## config.mk

```make
export PLATFORM = sky130hd
export DESIGN_NAME = regfile_param
export DESIGN_NICKNAME = d
export VERILOG_FILES = /design/src/rtl/regfile_param.sv
export SDC_FILE = /design/constraint.sdc
export NUM_CORES = 1
export LEC_CHECK = 0
export CAP_MARGIN = 20
export CORE_MARGIN = 2
export CORE_UTILIZATION = 45
export CTS_CLUSTER_DIAMETER = 50
export DETAILED_ROUTE_END_ITERATION = 6
export GPL_TIMING_DRIVEN = 1
export SLEW_MARGIN = 20
export SYNTH_ARGS = -nofsm -noshare
export SYNTH_HDL_FRONTEND = slang
export SYNTH_SLANG_ARGS = --single-unit
```

## constraint.sdc

```tcl
create_clock -name Clock -period 24.9 [get_ports Clock]
set_input_delay 4.98 -clock Clock [delete_from_list [all_inputs] [get_ports Clock]]
set_output_delay 4.98 -clock Clock [all_outputs]
set_load 0.03 [all_outputs]
```

## src/rtl/regfile_param.sv

```systemverilog
// Register file: 2 comb read ports, 1 sync write port, MULREG, bulk-clear engine.
// Latency: reads 0 cycles (optional write bypass); writes/MULREG land at the next rising edge.
// Backpressure: Busy is high for DEPTH+1 cycles during a clear; RegWrite/MulWrite are dropped then.
module regfile_param #(
   parameter int DATA_WIDTH = 24,
   parameter int ADDR_WIDTH = 4,
   parameter bit BYPASS     = 1'b1,
   parameter bit ZERO_REG   = 1'b1
) (
   input  logic                    Clock,
   input  logic                    Reset,
   input  logic [ADDR_WIDTH-1:0]   RS,
   input  logic [ADDR_WIDTH-1:0]   RT,
   input  logic [ADDR_WIDTH-1:0]   RD,
   input  logic [DATA_WIDTH-1:0]   WriteData,
   input  logic                    RegWrite,
   output logic [DATA_WIDTH-1:0]   ReadRS,
   output logic [DATA_WIDTH-1:0]   ReadRT,
   input  logic                    MulWrite,
   input  logic [2*DATA_WIDTH-1:0] MulData,
   output logic [DATA_WIDTH-1:0]   MulHi,
   output logic [DATA_WIDTH-1:0]   MulLo,
   input  logic                    ClearReq,
   output logic                    Busy,
   output logic                    ClearDone
);

   localparam int DEPTH = 1 << ADDR_WIDTH;
   // One extra counter bit keeps the terminal compare free of wrap ambiguity.
   localparam logic [ADDR_WIDTH:0] CNT_LAST = (ADDR_WIDTH+1)'(DEPTH - 1);

   typedef enum logic [1:0] {
      IDLE  = 2'd0,
      CLEAR = 2'd1,
      DONE  = 2'd2
   } state_t;

   state_t                  state;
   logic [ADDR_WIDTH:0]     cnt;
   logic [DATA_WIDTH-1:0]   regs [DEPTH];
   logic [2*DATA_WIDTH-1:0] mulreg;

   logic wr_en;
   logic mul_en;
   logic clr_en;
   logic clr_last;

   // Writes are suppressed while the clear engine owns the array; register 0 may be hardwired.
   assign wr_en    = RegWrite && !Busy && !(ZERO_REG && (RD == '0));
   assign mul_en   = MulWrite && !Busy;
   assign clr_en   = (state == CLEAR);
   assign clr_last = clr_en && (cnt == CNT_LAST);

   // Clear sequencer: IDLE -> CLEAR (DEPTH edges) -> DONE (one cycle) -> IDLE.
   always_ff @(posedge Clock or posedge Reset) begin
      if (Reset) begin
         state     <= IDLE;
         cnt       <= '0;
         Busy      <= 1'b0;
         ClearDone <= 1'b0;
      end else begin
         case (state)
            IDLE: begin
               ClearDone <= 1'b0;
               if (ClearReq) begin
                  state <= CLEAR;
                  cnt   <= '0;
                  Busy  <= 1'b1;
               end
            end
            CLEAR: begin
               if (cnt == CNT_LAST) begin
                  state     <= DONE;
                  ClearDone <= 1'b1;
               end else begin
                  cnt <= cnt + 1'b1;
               end
            end
            DONE: begin
               state     <= IDLE;
               Busy      <= 1'b0;
               ClearDone <= 1'b0;
            end
            default: begin
               state     <= IDLE;
               cnt       <= '0;
               Busy      <= 1'b0;
               ClearDone <= 1'b0;
            end
         endcase
      end
   end

   // Register array: normal writes when idle, one zeroed entry per edge while clearing.
   always_ff @(posedge Clock or posedge Reset) begin
      if (Reset) begin
         for (int i = 0; i < DEPTH; i++) begin
            regs[i] <= '0;
         end
      end else begin
         if (wr_en) begin
            regs[RD] <= WriteData;
         end
         if (clr_en) begin
            regs[cnt[ADDR_WIDTH-1:0]] <= '0;
         end
      end
   end

   // Multiply result register, wiped on the final clear edge.
   always_ff @(posedge Clock or posedge Reset) begin
      if (Reset) begin
         mulreg <= '0;
      end else if (clr_last) begin
         mulreg <= '0;
      end else if (mul_en) begin
         mulreg <= MulData;
      end
   end

   assign MulHi = mulreg[2*DATA_WIDTH-1:DATA_WIDTH];
   assign MulLo = mulreg[DATA_WIDTH-1:0];

   // Read-port mux: hardwired zero first, then same-cycle bypass, then stored value.
   function automatic logic [DATA_WIDTH-1:0] read_port(input logic [ADDR_WIDTH-1:0] addr);
      logic [DATA_WIDTH-1:0] val;
      val = regs[addr];
      if (ZERO_REG && (addr == '0)) begin
         val = '0;
      end else if (BYPASS && RegWrite && !Busy && (RD == addr) &&
                   !(ZERO_REG && (RD == '0))) begin
         val = WriteData;
      end
      return val;
   endfunction

   // Port A read.
   always_comb begin
      ReadRS = read_port(RS);
   end

   // Port B read.
   always_comb begin
      ReadRT = read_port(RT);
   end

endmodule

```

# Yosys cells after proc, flatten, opt, wreduce, memory -nomap -nowiden
# Cells that the tools add are included.
totals:
  reg_bits: 441
  input_bits: 89
  output_inout_bits: 98
classes:
  addsub: 1
  order_cmp: 6
  n_eq_ne: 8
  mux: 29
  bitwise: 8
  n_reduce_logical: 20
op_table:
  columns: ["operator", "n"]
  rows:
  - ["$mux W384", 2]
  - ["$and A384 B384 Y384", 1]
  - ["$bwmux W384", 1]
  - ["$not A384 Y384", 1]
  - ["$mux W24", 10]
  - ["$bmux W24 S4", 2]
  - ["$demux W24 S4", 2]
  - ["$mux W48", 2]
  - ["$ge A5 B5 Y1 const B", 4]
  - ["$not A4 Y5", 4]
  - ["$pmux W5 S3", 1]
  - ["$logic_not A4 Y1", 3]
  - ["$logic_and A1 B1 Y1", 10]
  - ["$lt A5 B1 Y1 const B", 2]
  - ["$mux W5", 2]
  - ["$eq A4 B4 Y1", 2]
  - ["$add A5 B1 Y5 const B", 1]
  - ["$eq A5 B4 Y1 const B", 1]
  - ["$mux W2", 2]
  - ["$ne A2 B2 Y1 const B", 2]
  - ["$pmux W2 S2", 1]
  - ["$reduce_and A2 Y1", 2]
  - ["$mux W1", 3]
  - ["$reduce_and A3 Y1", 1]
  - ["8 further kinds", 10]

# Depth between registers and ports, before layout
logic_depth:
  word_depth: 9
  mapped_depth: 8
  mapped_depth_nobuf: 7

# Worst setup path after synthesis
# Ideal clock, no wire load.
synth_path:
  kind: "input-to-output"
  start: "input port RT[2]"
  end: "output port ReadRT[13]"
  arrival_ps: 6507
  t_required_ps: 19920
  setup_slack_ps: 13413
  stages: 7
  path_cell_list: "buf_2 buf_2 clkbuf_1 mux4_2 a22oi_1 nand2_1 a22o_1"
synth_via:
  elab_chain_cells: 6
  elab_cells_between_ends: 10
synth_rtl:
  columns: ["element", "line", "source"]
  rows:
  - ["start: declaration", "13", "input logic [ADDR_WIDTH-1:0] RT,"]
  - ["$not A4 Y5 (implied by the code)", "127", "val = regs[addr];"]
  - ["$bmux W24 S4", "127", null]
  - ["$mux W24 (implied by the code) (2 in series)", "127", null]
  - ["$mux W24", "130", "end else if (BYPASS && RegWrite && !Busy && (RD == addr) &&"]
  - ["$mux W24 *", "128", "if (ZERO_REG && (addr == '0)) begin"]
  - ["end: declaration", "18", "output logic [DATA_WIDTH-1:0] ReadRT,"]
# Every way passes the cells marked *; elsewhere a longest branch is shown, timed or not. The select of a mux whose other input is x is not followed.

# Final worst setup path
layout_path:
  start: "input port RD[0]"
  end: "output port ReadRS[21]"
layout_via:
  elab_chain_cells: 5
  elab_cells_between_ends: 7
layout_rtl:
  columns: ["element", "line", "source"]
  rows:
  - ["start: declaration", "14", "input logic [ADDR_WIDTH-1:0] RD,"]
  - ["$eq A4 B4 Y1 or $logic_not A4 Y1 (tied branches)", "130, 131", null]
  - ["$logic_and A1 B1 Y1 or $logic_not A1 Y1 (tied branches)", "130, 131", null]
  - ["$logic_and A1 B1 Y1 *", "130", null]
  - ["$mux W24 *", "130", null]
  - ["$mux W24 *", "128", null]
  - ["end: declaration", "17", "output logic [DATA_WIDTH-1:0] ReadRS,"]
# Every way passes the cells marked *; elsewhere a longest branch is shown, timed or not.

==> summary.md <==
| Metric | Value |
|---|---|
| Max VDD drop | `61.2 uV` |
| Initial antenna violation count | `2` |
| Grt ovf | `0` |
| Hpwl dp | `52,000 um` |
| CTS tree | `built` |
| Layout cell share with drive strength beyond 1 | `15.0%` |
| Dominant synthesized flop cell | `dfrtp_1` |
| Cell taking the most area after synthesis | `dfrtp_1` |
| Tot GR Track Use | `31.5%` |
| Setup Buffers After CTS | `0` |
| Total of max-cap violations | `0` |
| PortBufs | `186` |
| I/O Pins | `187` |
| Fillers | `4,650` |
| Root Buffer | `clkbuf_16` |
| Nets@finish | `2,614` |
| Cell area after layout | `28,000 um^2` |
| PD cells | `109 nW/um^2` |
| CP max stage cell | `clkdlybuf4s50_1` |
| Initial DRC Count | `2,514` |
| Mean post-synth cell area | `9.70 um^2` |
| Remaining DRCs | `0` |
| Top cells by count, synth | `nand2_1, dfrtp_1, a21oi_1` |
| Setup Viol. Count Final | `0` |
| Die Span Y | `235 um` |
| RSZ-0062 raised after global routing | `false` |
| CP Data Required Time | `19.92 ns` |
| Post-Syn Area | `24,000 um^2` |
| CORE AREA | `52,700 um^2` |
| Clock tree buffer depth | `3` |
| Hold Violations, Final | `0` |
| Syn nets | `2,565` |
| CP peak stage delay | `1.03 ns` |
| CP Class | `in -> out` |
| Sequential-to-total area share from yosys stat | `46.0%` |
| Rows | `84` |
| CTS buffer count | `56` |
| Routed via count | `20,584` |
| CTS Hold Bufs | `0` |
| Via-per-instance ratio | `6.33` |
| Synth top area cells | `dfrtp_1, mux4_2, nand2_1` |
| Worst-path clk slew | `0.05 ns` |
| Crit-path cells | `clkdlybuf4s50_1 > nor4_2 > nor4_1 > and2_1 > buf_4 > a22o_1 > clkdlybuf4s50_1` |
| Syn Inst Count | `2,471` |
| Slew Limit Headroom | `26.8%` |
| Critical path arrival | `8.65 ns` |
| Startpoint Class | `input pin` |
| Total power | `3.07 mW` |
| Initial cell density of the core | `45.5%` |
| Placed Area | `26,100 um^2` |
| Hold slack | `0.468 ns` |
| Synth unique cells | `38` |
| Largest net degree at the start of global routing | `124` |
| Status | `finished, final reports clean` |
| Fin Setup TNS | `0 ns` |
| Syn. warnings | `0` |
| Worst skew pair latency | `0.63 ns` |
| Post-synth EDFFs | `0` |
| Tcrit/Tclk final | `54.8%` |
| H-tree depth | `2` |
| Hold Crit Class | `reg -> reg` |
| Die width | `235 um` |
| Yosys reg bits | `441` |
| Crit end category | `output port` |
| Most frequent CP cell | `clkdlybuf4s50_1` |
| Post-cts resize count | `0` |
| Vias in the first global route | `20,487` |
| Post-route insts no fill | `3,251` |
| Area of the die | `55,100 um^2` |
| Critical path peak fanout | `16` |
| Area growth from synthesis to layout | `17.0%` |
| GP Congestion | `0.853` |
| Synth top area share | `46.0%` |
| # diodes | `0` |
| Most common cell in the synthesized netlist | `nand2_1` |
| 1st-pass router iterations | `6` |
| Fmax | `73.4 MHz` |
| Mean routed wirelength per cell | `26.8 um` |
| Synth async-reset ratio | `100%` |
| Fin crit period | `13.63 ns` |
| Dpl cells | `3,149` |
| Final wirelength | `87,000 um` |
| Routed Antenna Nets | `0` |
| Clock Skews | `0.0251 ns` |
| Slew Viols, Final | `0` |
| Leak | `11.6 nW` |
| Clk sink count | `441` |
| First-pass GRT wire length | `132,000 um` |
| Worst Tran Pin Value | `1.10 ns` |
-- sequential cells by signal, indices dropped and copies added (netlist names) --
name	count
cnt	5
ClearDone	1
regs	384
Busy	1
state	2
mulreg	48
-- final timing paths --
path                          start         end  slack, ns  cells past startpoint
min                        state[1]    state[0]       0.47                      1
max in group asynchronous     Reset   regs[290]      17.60                      4
max                           RD[0]  ReadRS[21]      11.27                      7
min in group asynchronous     Reset   mulreg[4]       4.92                      2
max reg2reg                state[1]   regs[106]      22.24                      4
min reg2reg                state[1]    state[0]       0.47                      1
-- stage by stage --
| stage | setup WS [ns] | util (%) |
|---|---|---|
| 3_5_place_dp | 11.28 | 49.6 |
| 2_1_floorplan | 7.63 | - |
| 6_report | 11.27 | 53.2 |
| 5_1_grt | 11.07 | 53.2 |
| 3_3_place_gp | 11.35 | 49.6 |
| 4_1_cts | 11.28 | 53.2 |
-- power breakdown --
part / internal (mW) / total, mW / leakage (nW) / switching, mW
Clock: 0.502 / 0.834 / 0.922 / 0.332
Sequential: 0.980 / 1.19 / 5.97 / 0.205
Combinational: 0.482 / 1.05 / 4.72 / 0.568
-- layout by cell type, fill, tap and decap left out, types with 3 or more instances in the layout --
cell             count
a21oi_1            410
a22o_1              48
a22oi_1             96
and2_1              42
and2_2               3
buf_2                3
buf_4               60
bufinv_16            5
clkbuf_1            11
clkbuf_16           57
clkbuf_8            10
clkdlybuf4s50_1    180
clkinv_2             6
clkinvlp_4           3
dfrtp_1            441
ha_1                 5
inv_1                5
inv_6                7
mux4_2             192
nand2_1            881
nand2b_1             6
nand3_1              4
nor2_1              12
nor2_2               5
nor2_4              10
nor2b_1              8
nor2b_2              5
nor3_4               3
nor4_1               3
o22ai_1              3
xor2_1               9
-- routing by layer --
metal  routed length, um  part of all wire, %  track usage (%)  up-vias
met5                  13                0.015                0        -
met3                9900                   11             9.21      250
met2               40500                   47             49.7     1315
li1                    -                    -                -     8689
met4                3800                  4.4             13.4        2
met1               32800                   38             40.6    10328
-- worst max-delay path, delay by kind of cell --
family	cells	cell delay [ns]
buffers and inverters	3	2.06
AND/OR/NAND/NOR	3	1.40
AO/OA/AOI/OAI	1	0.18
-- area by class of cell --
cell class                 instances  area, um^2  area share (%)
clock buffer                      78        1610            5.73
clock inverter                    23         282            1.00
inverter                           6        30.0           0.107
multi-input combinational       1769       11900            42.5
sequential                       441       11000            39.4
tap                              688         861            3.07
timing repair buffer             246        2320            8.27
-- logic make-up (layout without fill, tap and decap cells) --
kind of cell / after synthesis / in the layout / share of synthesized area, %
AO/OA/AOI/OAI: 561 / 561 / 13.5
buffers and inverters: 261 / 353 / 4.77
XOR/XNOR: 10 / 10 / 0.365
AND/OR/NAND/NOR: 999 / 999 / 16.9
flip-flops: 441 / 441 / 46.0
multiplexers: 194 / 194 / 18.1
adder cells (fa/ha/maj): 5 / 5 / 0.261
(Power assumes the default switching activity.)
